### src/rtl/spi_slave_bridge_pkg.sv
// Shared types and constants for the SPI slave bridge (mode 3, MSB first).
// Optional statistics counters are enabled with SPI_SLAVE_BRIDGE_STATS_EN.
package spi_slave_pkg;

  typedef enum logic {
    IDLE   = 1'b0,
    ACTIVE = 1'b1
  } spi_state_t;

  localparam int                  SPI_BYTE_W       = 8;
  localparam logic [SPI_BYTE_W-1:0] TX_IDLE_BYTE_DEF = 8'hFF;
  localparam bit                  CPOL             = 1'b1;
  localparam bit                  CPHA             = 1'b1;

endpackage

### src/rtl/spi_slave_bridge_if.sv
// Byte-stream handshake between the SPI slave bridge and its register/command logic.
interface spi_slave_bridge_if;
  import spi_slave_pkg::*;

  logic [SPI_BYTE_W-1:0] rx_data_o;
  logic                  rx_valid_o;
  logic                  rx_ready_i;
  logic [SPI_BYTE_W-1:0] tx_data_i;
  logic                  tx_valid_i;
  logic                  tx_ready_o;

  modport slave (
    output rx_data_o, rx_valid_o, tx_ready_o,
    input  rx_ready_i, tx_data_i, tx_valid_i
  );

  modport master (
    input  rx_data_o, rx_valid_o, tx_ready_o,
    output rx_ready_i, tx_data_i, tx_valid_i
  );

endinterface

### src/rtl/spi_slave_bridge_fifo.sv
// Synchronous RX FIFO; when full, a same-cycle pop frees the slot for the push.
module spi_sync_fifo #(
  parameter int WIDTH = 8,
  parameter int DEPTH = 4
) (
  input  logic             sys_clk,
  input  logic             sys_rst_n,
  input  logic             push_i,
  input  logic [WIDTH-1:0] data_i,
  input  logic             pop_i,
  output logic [WIDTH-1:0] data_o,
  output logic             full_o,
  output logic             empty_o
);

  localparam int AW = $clog2(DEPTH);

  logic [WIDTH-1:0] mem [DEPTH];
  logic [AW:0]      wr_ptr, rd_ptr;
  logic             do_push, do_pop;

  assign empty_o = (wr_ptr == rd_ptr);
  assign full_o  = (wr_ptr[AW] != rd_ptr[AW]) && (wr_ptr[AW-1:0] == rd_ptr[AW-1:0]);
  assign do_pop  = pop_i & ~empty_o;
  assign do_push = push_i & (~full_o | do_pop);
  // Head reads as zero while empty so the output is defined without resetting storage.
  assign data_o  = empty_o ? '0 : mem[rd_ptr[AW-1:0]];

  always_ff @(posedge sys_clk or negedge sys_rst_n) begin
    if (!sys_rst_n) begin
      wr_ptr <= '0;
      rd_ptr <= '0;
    end else begin
      if (do_push) wr_ptr <= wr_ptr + 1'b1;
      if (do_pop)  rd_ptr <= rd_ptr + 1'b1;
    end
  end

  always_ff @(posedge sys_clk) begin
    if (do_push) mem[wr_ptr[AW-1:0]] <= data_i;
  end

endmodule

### src/rtl/spi_slave_bridge.sv
// SPI mode-3 slave: oversampled pins, RX FIFO and TX holding register on sys_clk.
// Define SPI_SLAVE_BRIDGE_STATS_EN to add frame_cnt_o / byte_cnt_o counters.
module spi_slave_bridge
  import spi_slave_pkg::*;
#(
  parameter int                    SYNC_STAGES  = 2,
  parameter int                    RX_DEPTH     = 4,
  parameter logic [SPI_BYTE_W-1:0] TX_IDLE_BYTE = TX_IDLE_BYTE_DEF
) (
  input  logic sys_clk,
  input  logic sys_rst_n,
  input  logic spi_clk_i,
  input  logic spi_cs_i,
  input  logic spi_mosi_i,
  output logic spi_miso_o,
  spi_slave_bridge_if.slave bus,
  output logic rx_overflow_o,
  output logic tx_underrun_o,
  input  logic clr_i
`ifdef SPI_SLAVE_BRIDGE_STATS_EN
  ,
  output logic [15:0] frame_cnt_o,
  output logic [15:0] byte_cnt_o
`endif
);

  logic [SYNC_STAGES-1:0] cs_p0, sclk_p0, mosi_p0;
  logic                   cs_p1, sclk_p1;
  logic                   cs_s, sclk_s, mosi_s;
  logic                   cs_fall, cs_rise, sclk_fall, sclk_rise;
  spi_state_t             state_q, state_d;
  logic                   start, stop, sh_fall, sh_rise, byte_done, reload;
  logic [2:0]             bit_cnt;
  logic [SPI_BYTE_W-1:0]  rx_shreg, tx_shreg, tx_hold, push_data_p1;
  logic                   tx_full, tx_load, idle_pend, push_vld_p1;
  logic                   fifo_full, fifo_empty, rx_pop;

  // Stage p0: pin synchronisers; p1: one extra copy for edge detection
  always_ff @(posedge sys_clk or negedge sys_rst_n) begin
    if (!sys_rst_n) begin
      cs_p0   <= '1;
      sclk_p0 <= '1;
      mosi_p0 <= '0;
      cs_p1   <= 1'b1;
      sclk_p1 <= 1'b1;
    end else begin
      cs_p0   <= {cs_p0[SYNC_STAGES-2:0], spi_cs_i};
      sclk_p0 <= {sclk_p0[SYNC_STAGES-2:0], spi_clk_i};
      mosi_p0 <= {mosi_p0[SYNC_STAGES-2:0], spi_mosi_i};
      cs_p1   <= cs_s;
      sclk_p1 <= sclk_s;
    end
  end

  assign cs_s      = cs_p0[SYNC_STAGES-1];
  assign sclk_s    = sclk_p0[SYNC_STAGES-1];
  assign mosi_s    = mosi_p0[SYNC_STAGES-1];
  assign cs_fall   = cs_p1 & ~cs_s;
  assign cs_rise   = ~cs_p1 & cs_s;
  assign sclk_fall = sclk_p1 & ~sclk_s;
  assign sclk_rise = ~sclk_p1 & sclk_s;

  always_ff @(posedge sys_clk or negedge sys_rst_n) begin
    if (!sys_rst_n) state_q <= IDLE;
    else            state_q <= state_d;
  end

  // A CS edge masks any SCLK edge seen in the same cycle.
  always_comb begin
    state_d = state_q;
    start   = 1'b0;
    stop    = 1'b0;
    sh_fall = 1'b0;
    sh_rise = 1'b0;
    case (state_q)
      IDLE: begin
        if (cs_fall) begin
          state_d = ACTIVE;
          start   = 1'b1;
        end
      end
      ACTIVE: begin
        if (cs_rise) begin
          state_d = IDLE;
          stop    = 1'b1;
        end else if (!cs_fall) begin
          sh_fall = sclk_fall;
          sh_rise = sclk_rise;
        end
      end
      default: state_d = IDLE;
    endcase
  end

  assign byte_done = sh_rise & (bit_cnt == 3'd7);
  assign reload    = start | byte_done;
  assign tx_load   = bus.tx_valid_i & ~tx_full;
  assign rx_pop    = bus.rx_valid_o & bus.rx_ready_i;

  // Stage p1: completed byte registered once more before entering the FIFO
  always_ff @(posedge sys_clk or negedge sys_rst_n) begin
    if (!sys_rst_n) begin
      bit_cnt       <= '0;
      rx_shreg      <= '0;
      tx_shreg      <= TX_IDLE_BYTE;
      tx_hold       <= '0;
      tx_full       <= 1'b0;
      idle_pend     <= 1'b0;
      spi_miso_o    <= 1'b1;
      push_vld_p1   <= 1'b0;
      push_data_p1  <= '0;
      rx_overflow_o <= 1'b0;
      tx_underrun_o <= 1'b0;
    end else begin
      push_vld_p1 <= byte_done;
      if (byte_done) push_data_p1 <= {rx_shreg[SPI_BYTE_W-2:0], mosi_s};

      if (start) begin
        bit_cnt <= '0;
      end else if (sh_rise) begin
        rx_shreg <= {rx_shreg[SPI_BYTE_W-2:0], mosi_s};
        bit_cnt  <= bit_cnt + 3'd1;
      end

      // Underrun is flagged only once the idle byte actually starts leaving on MISO.
      if (reload) begin
        tx_shreg  <= tx_full ? tx_hold : TX_IDLE_BYTE;
        idle_pend <= ~tx_full;
      end else if (sh_fall) begin
        spi_miso_o <= tx_shreg[SPI_BYTE_W-1];
        tx_shreg   <= {tx_shreg[SPI_BYTE_W-2:0], 1'b0};
        idle_pend  <= 1'b0;
      end else if (stop) begin
        spi_miso_o <= 1'b1;
      end

      if (reload && tx_full) tx_full <= 1'b0;
      else if (tx_load)      tx_full <= 1'b1;
      if (tx_load) tx_hold <= bus.tx_data_i;

      if (sh_fall && idle_pend) tx_underrun_o <= 1'b1;
      else if (clr_i)           tx_underrun_o <= 1'b0;
      if (push_vld_p1 && fifo_full && !rx_pop) rx_overflow_o <= 1'b1;
      else if (clr_i)                          rx_overflow_o <= 1'b0;
    end
  end

  spi_sync_fifo #(
    .WIDTH (SPI_BYTE_W),
    .DEPTH (RX_DEPTH)
  ) u_rx_fifo (
    .sys_clk   (sys_clk),
    .sys_rst_n (sys_rst_n),
    .push_i    (push_vld_p1),
    .data_i    (push_data_p1),
    .pop_i     (rx_pop),
    .data_o    (bus.rx_data_o),
    .full_o    (fifo_full),
    .empty_o   (fifo_empty)
  );

  assign bus.rx_valid_o = ~fifo_empty;
  assign bus.tx_ready_o = ~tx_full;

`ifdef SPI_SLAVE_BRIDGE_STATS_EN
  always_ff @(posedge sys_clk or negedge sys_rst_n) begin
    if (!sys_rst_n) begin
      frame_cnt_o <= '0;
      byte_cnt_o  <= '0;
    end else if (clr_i) begin
      frame_cnt_o <= '0;
      byte_cnt_o  <= '0;
    end else begin
      if (stop)      frame_cnt_o <= frame_cnt_o + 16'd1;
      if (byte_done) byte_cnt_o  <= byte_cnt_o + 16'd1;
    end
  end
`endif

endmodule

### src/flat_wrapper.sv
// flat-port wrapper written by rule: the top's interface ports become plain ports
module spi_slave_bridge_flat import spi_slave_pkg::*;
#(
  parameter int                    SYNC_STAGES  = 2,
  parameter int                    RX_DEPTH     = 4,
  parameter logic [SPI_BYTE_W-1:0] TX_IDLE_BYTE = TX_IDLE_BYTE_DEF
)
  (sys_clk, sys_rst_n, spi_clk_i, spi_cs_i, spi_mosi_i, spi_miso_o, rx_overflow_o, tx_underrun_o, clr_i, bus_rx_data_o, bus_rx_valid_o, bus_tx_ready_o, bus_rx_ready_i, bus_tx_data_i, bus_tx_valid_i);
  spi_slave_bridge_if bus_i ();
  input  logic sys_clk;
  input  logic sys_rst_n;
  input  logic spi_clk_i;
  input  logic spi_cs_i;
  input  logic spi_mosi_i;
  output logic spi_miso_o;
  output logic rx_overflow_o;
  output logic tx_underrun_o;
  input  logic clr_i;
  output wire logic [$bits(bus_i.rx_data_o)-1:0] bus_rx_data_o;
  output wire logic [$bits(bus_i.rx_valid_o)-1:0] bus_rx_valid_o;
  output wire logic [$bits(bus_i.tx_ready_o)-1:0] bus_tx_ready_o;
  input wire logic [$bits(bus_i.rx_ready_i)-1:0] bus_rx_ready_i;
  input wire logic [$bits(bus_i.tx_data_i)-1:0] bus_tx_data_i;
  input wire logic [$bits(bus_i.tx_valid_i)-1:0] bus_tx_valid_i;
  assign bus_rx_data_o = bus_i.rx_data_o;
  assign bus_rx_valid_o = bus_i.rx_valid_o;
  assign bus_tx_ready_o = bus_i.tx_ready_o;
  assign bus_i.rx_ready_i = bus_rx_ready_i;
  assign bus_i.tx_data_i = bus_tx_data_i;
  assign bus_i.tx_valid_i = bus_tx_valid_i;
  spi_slave_bridge #(.SYNC_STAGES(SYNC_STAGES), .RX_DEPTH(RX_DEPTH), .TX_IDLE_BYTE(TX_IDLE_BYTE)) u_core (.sys_clk(sys_clk), .sys_rst_n(sys_rst_n), .spi_clk_i(spi_clk_i), .spi_cs_i(spi_cs_i), .spi_mosi_i(spi_mosi_i), .spi_miso_o(spi_miso_o), .bus(bus_i), .rx_overflow_o(rx_overflow_o), .tx_underrun_o(tx_underrun_o), .clr_i(clr_i));
endmodule
### config.mk
export PLATFORM = sky130hd
export DESIGN_NAME = spi_slave_bridge_flat
export DESIGN_NICKNAME = d
export VERILOG_FILES = /design/src/rtl/spi_slave_bridge_pkg.sv /design/src/rtl/spi_slave_bridge_if.sv /design/src/rtl/spi_slave_bridge_fifo.sv /design/src/rtl/spi_slave_bridge.sv /design/src/flat_wrapper.sv
export SDC_FILE = /design/constraint.sdc
export NUM_CORES = 1
export LEC_CHECK = 0
export ABC_AREA = 1
export CAP_MARGIN = 5
export CORE_MARGIN = 2
export CORE_UTILIZATION = 30
export CTS_BUF_LIST = sky130_fd_sc_hd__clkbuf_4 sky130_fd_sc_hd__clkbuf_8 sky130_fd_sc_hd__clkbuf_16
export CTS_CLUSTER_DIAMETER = 60
export DETAILED_ROUTE_END_ITERATION = 10
export HOLD_SLACK_MARGIN = 0.15
export REMOVE_ABC_BUFFERS = 1
export SLEW_MARGIN = 10
export SYNTH_ARGS = -nofsm -noshare
export SYNTH_HDL_FRONTEND = slang
export SYNTH_SLANG_ARGS = --single-unit
### constraint.sdc
create_clock -name sys_clk -period 2.3 [get_ports sys_clk]
set_clock_uncertainty 0.15 [all_clocks]
set_input_delay 0.46 -clock sys_clk [delete_from_list [all_inputs] [get_ports sys_clk]]
set_output_delay 0.46 -clock sys_clk [all_outputs]
set_load 0.03 [all_outputs]
==> out/qor.csv <==
metric;value;unit
clock_path_buffers;2;
fp.coreArea;0.01201;mm2
synth_compound_area_share;5.639;%
dieArea;0.01318;mm2
n_antenna_cell;0;
drt_first_pass_iters;4;
synth_area;0.003684;mm2
vias_per_cell;4.390;
p_int;3.310;mW
power.density;1105;mW/mm2
nNetsFinal;422;
startpoint_type;flip-flop;
std_cell_rows;40;
drv_slew;0;
max_slew.worst_pin.slew;0.5181;ns
postLayoutCellArea;0.004508;mm2
worstSetupEndpoint;bus_rx_data_o[6];
cts_buffers;9;
path_max_fanout;12;
stdcell_count;551;
r2r_start;u_core.cs_p1;
placed_cells;533;
synth_edf_count;32;
tns;0;ns
synthAdderAreaFrac;2.378;%
relSlewSlack;65.46;%
status;complete, no violations;
wl;6.390;mm
pin_count;29;
power.share.sequential;40.2;%
reg2reg_depth;8;
clk_latency;0.34;ns
avgRoutedWirePerCell;11.60;um
post-route-period-util;96.17;%
h-tree-depth;3;
rsz0062_at_grt;yes;
die_w;114.8;um
grt_pass1_wl;11.36;mm
yosys_warnings;0;
initial_core_util;30.67;%
crit_arrival;1.60;ns
drt_iter0_drc;68;
synth_xor_area_share;0.9511;%
tritoncts;done;
setup_viol;0;
synth_simple_gate_area_share;20.79;%
sw_frac_of_total;33.53;%
postPlaceCellArea;0.004128;mm2
hpwlAfterDp;4.290;mm
grt_use_total;10.86;%
cts.sinks;87;
grt_start_max_net_pins;34;
muxShareOfSynthArea;0.9171;%
max_cap_viol_count;0;
ant_nets;0;
crit_required;1.69;ns
hold_violations;0;
place_congestion;0.7528;
clkTransAtPathRegs;0.06;ns
power_frac_clock;30.1;%
synth_top_family_by_area;simple AND/OR/NAND/NOR gates;
ys_ff_latch;87;
crit_path_start;u_core.u_rx_fifo.wr_ptr[1];
p_sw;1.670;mW
crit_type;flip-flop to output pin;
first_global_vias;2448;
ir_worst_vdd;628.5;uV
portBuffers;28;
ys_types;30;
period_needed;2.212;ns
worst-r2r-setup-slack;0.40;ns
yosysSeqAreaShare;63.96;%
drc;0;
leakagePower;2.126;nW
die_h;114.8;um
r2r-end;u_core.tx_shreg[7];
clock.fmax;452.1;MHz
antenna_found_initial;0;
vias;2419;
syn_inst;359;
synth-main-ff-cell;dfrtp_1;
p_comb_share;29.8;%
clockRootBuffer;clkbuf_16;
p_total;4.980;mW
cp-end-kind;output pin;
overflow;0;
hold_class;flip-flop to flip-flop;
async_flop_share;63.22;%
drive_gt1_share;20.05;%
syn_area_per_cell;10.26;um2
hold_slack;0.1968;ns
fill_cells;1201;
area_growth;22.38;%
-- cell families after synthesis --
logic type                 after synthesis
buffers and inverters                   43
AOI/OAI and AO/OA                       34
muxes                                    3
xor gates and xnor gates                 4
and+or+nand+nor                        181
adders and majority gates                7
DFF                                     87
-- Yosys cell counts, drive strengths merged (2+ instances only) --
master | instances | share of area [%]
edfxtp | 32 | 26
a21oi | 8 | 1.3
xor2 | 3 | 0.71
o32ai | 8 | 1.9
nand2 | 120 | 13
nor2 | 41 | 4.8
nand3 | 18 | 2.8
o21ai | 18 | 2.4
buf | 9 | 1.9
inv | 30 | 3.1
mux2 | 3 | 0.92
dfstp | 15 | 11
dfrtp | 40 | 27
or2 | 2 | 0.34
ha | 7 | 2.4
clkinv | 3 | 0.34
-- worst max-delay path: stages (launching register included) --
cell	delay, ns
dfrtp_2	0.44
xor2_1	0.20
a21oi_4	0.18
nand2_4	0.14
nand2_1	0.11
inv_1	0.05
buf_4	0.16
-- registers in the layout, indices dropped and copies added, names as in the netlist, 3 cells and up --
name and count:
u_core.bit_cnt 3, u_core.rx_shreg 7, u_core.u_rx_fifo.wr_ptr 3, u_core.tx_shreg 8, u_core.tx_hold 8, u_core.push_data_p1 8, u_core.u_rx_fifo.rd_ptr 3, u_core.u_rx_fifo.mem 32
-- power by group through the flow --
stage	Combinational, mW	Sequential, mW	Clock, mW
detailed placement	1.41	2.02	0
finish	1.48	2.00	1.50
global route	1.67	2.03	1.60
floorplan	0.906	2.04	0
CTS	1.44	2.00	1.53
global placement	1.39	2.02	0
-- worst min path at each step --
stage                                  from                 to  slack (ns)  depth (start not counted)
after floorplan                   sys_rst_n  u_core.bit_cnt[0]        0.01                          0
after global placement      u_core.cs_p0[0]    u_core.cs_p0[1]        0.20                          0
after detailed placement  u_core.mosi_p0[0]  u_core.mosi_p0[1]        0.19                          0
after CTS                 u_core.mosi_p0[0]  u_core.mosi_p0[1]        0.20                          0
after global routing      u_core.mosi_p0[0]  u_core.mosi_p0[1]        0.20                          0
final                     u_core.mosi_p0[0]  u_core.mosi_p0[1]        0.20                          0
-- layer usage --
metal	vias to the layer above	routed length, um	global-route usage, %
met2	40	3065	18.30
met3	12	250	3.057
li1	1239	-	-
met5	-	0	0
met4	0	111	4.337
met1	1128	2962	13.24
-- repair_timing --
action                                  CTS  global route
setup buffers                             0             1
hold buffers                              1             0
endpoints found under the setup margin    9             9
resized for setup                         3            10
endpoints found under the hold margin    12             0
-- layout make-up --
type	count	area, um2	share of cell area [%]
Sequential cell	87	2360	52.35
Inverter	33	125.1	2.775
Clock buffer	9	225.2	4.996
Tap cell	147	183.9	4.080
Timing Repair Buffer	39	360.3	7.993
Clock inverter	7	86.33	1.915
Multi-Input combinational cell	229	1167	25.90
-- stage by stage --
stage	util, %	setup slack, ns
2_1_floorplan	-	-0.07415
3_3_place_gp	34.36	0.1894
3_5_place_dp	34.36	0.1294
4_1_cts	37.17	0.03086
5_1_grt	37.53	-0.01648
6_report	37.53	0.08817
-- cell usage in the layout, fill, tap and decap left out, drive strengths merged --
cell and count:
o21ai 18, bufinv 1, dlygate4sd3 1, dfrtp 40
clkinvlp 1, dfstp 15, xor2 3, or2 2
clkdlybuf4s50 17, inv 35, o32ai 8, ha 7
buf 20, dlymetal6s2s 1, nand2 120, xnor2 1
mux2 3, nor2 41, a21oi 8, edfxtp 32
clkbuf 9, nand3 18, clkinv 3
Power figures use the tool's default switching activity.
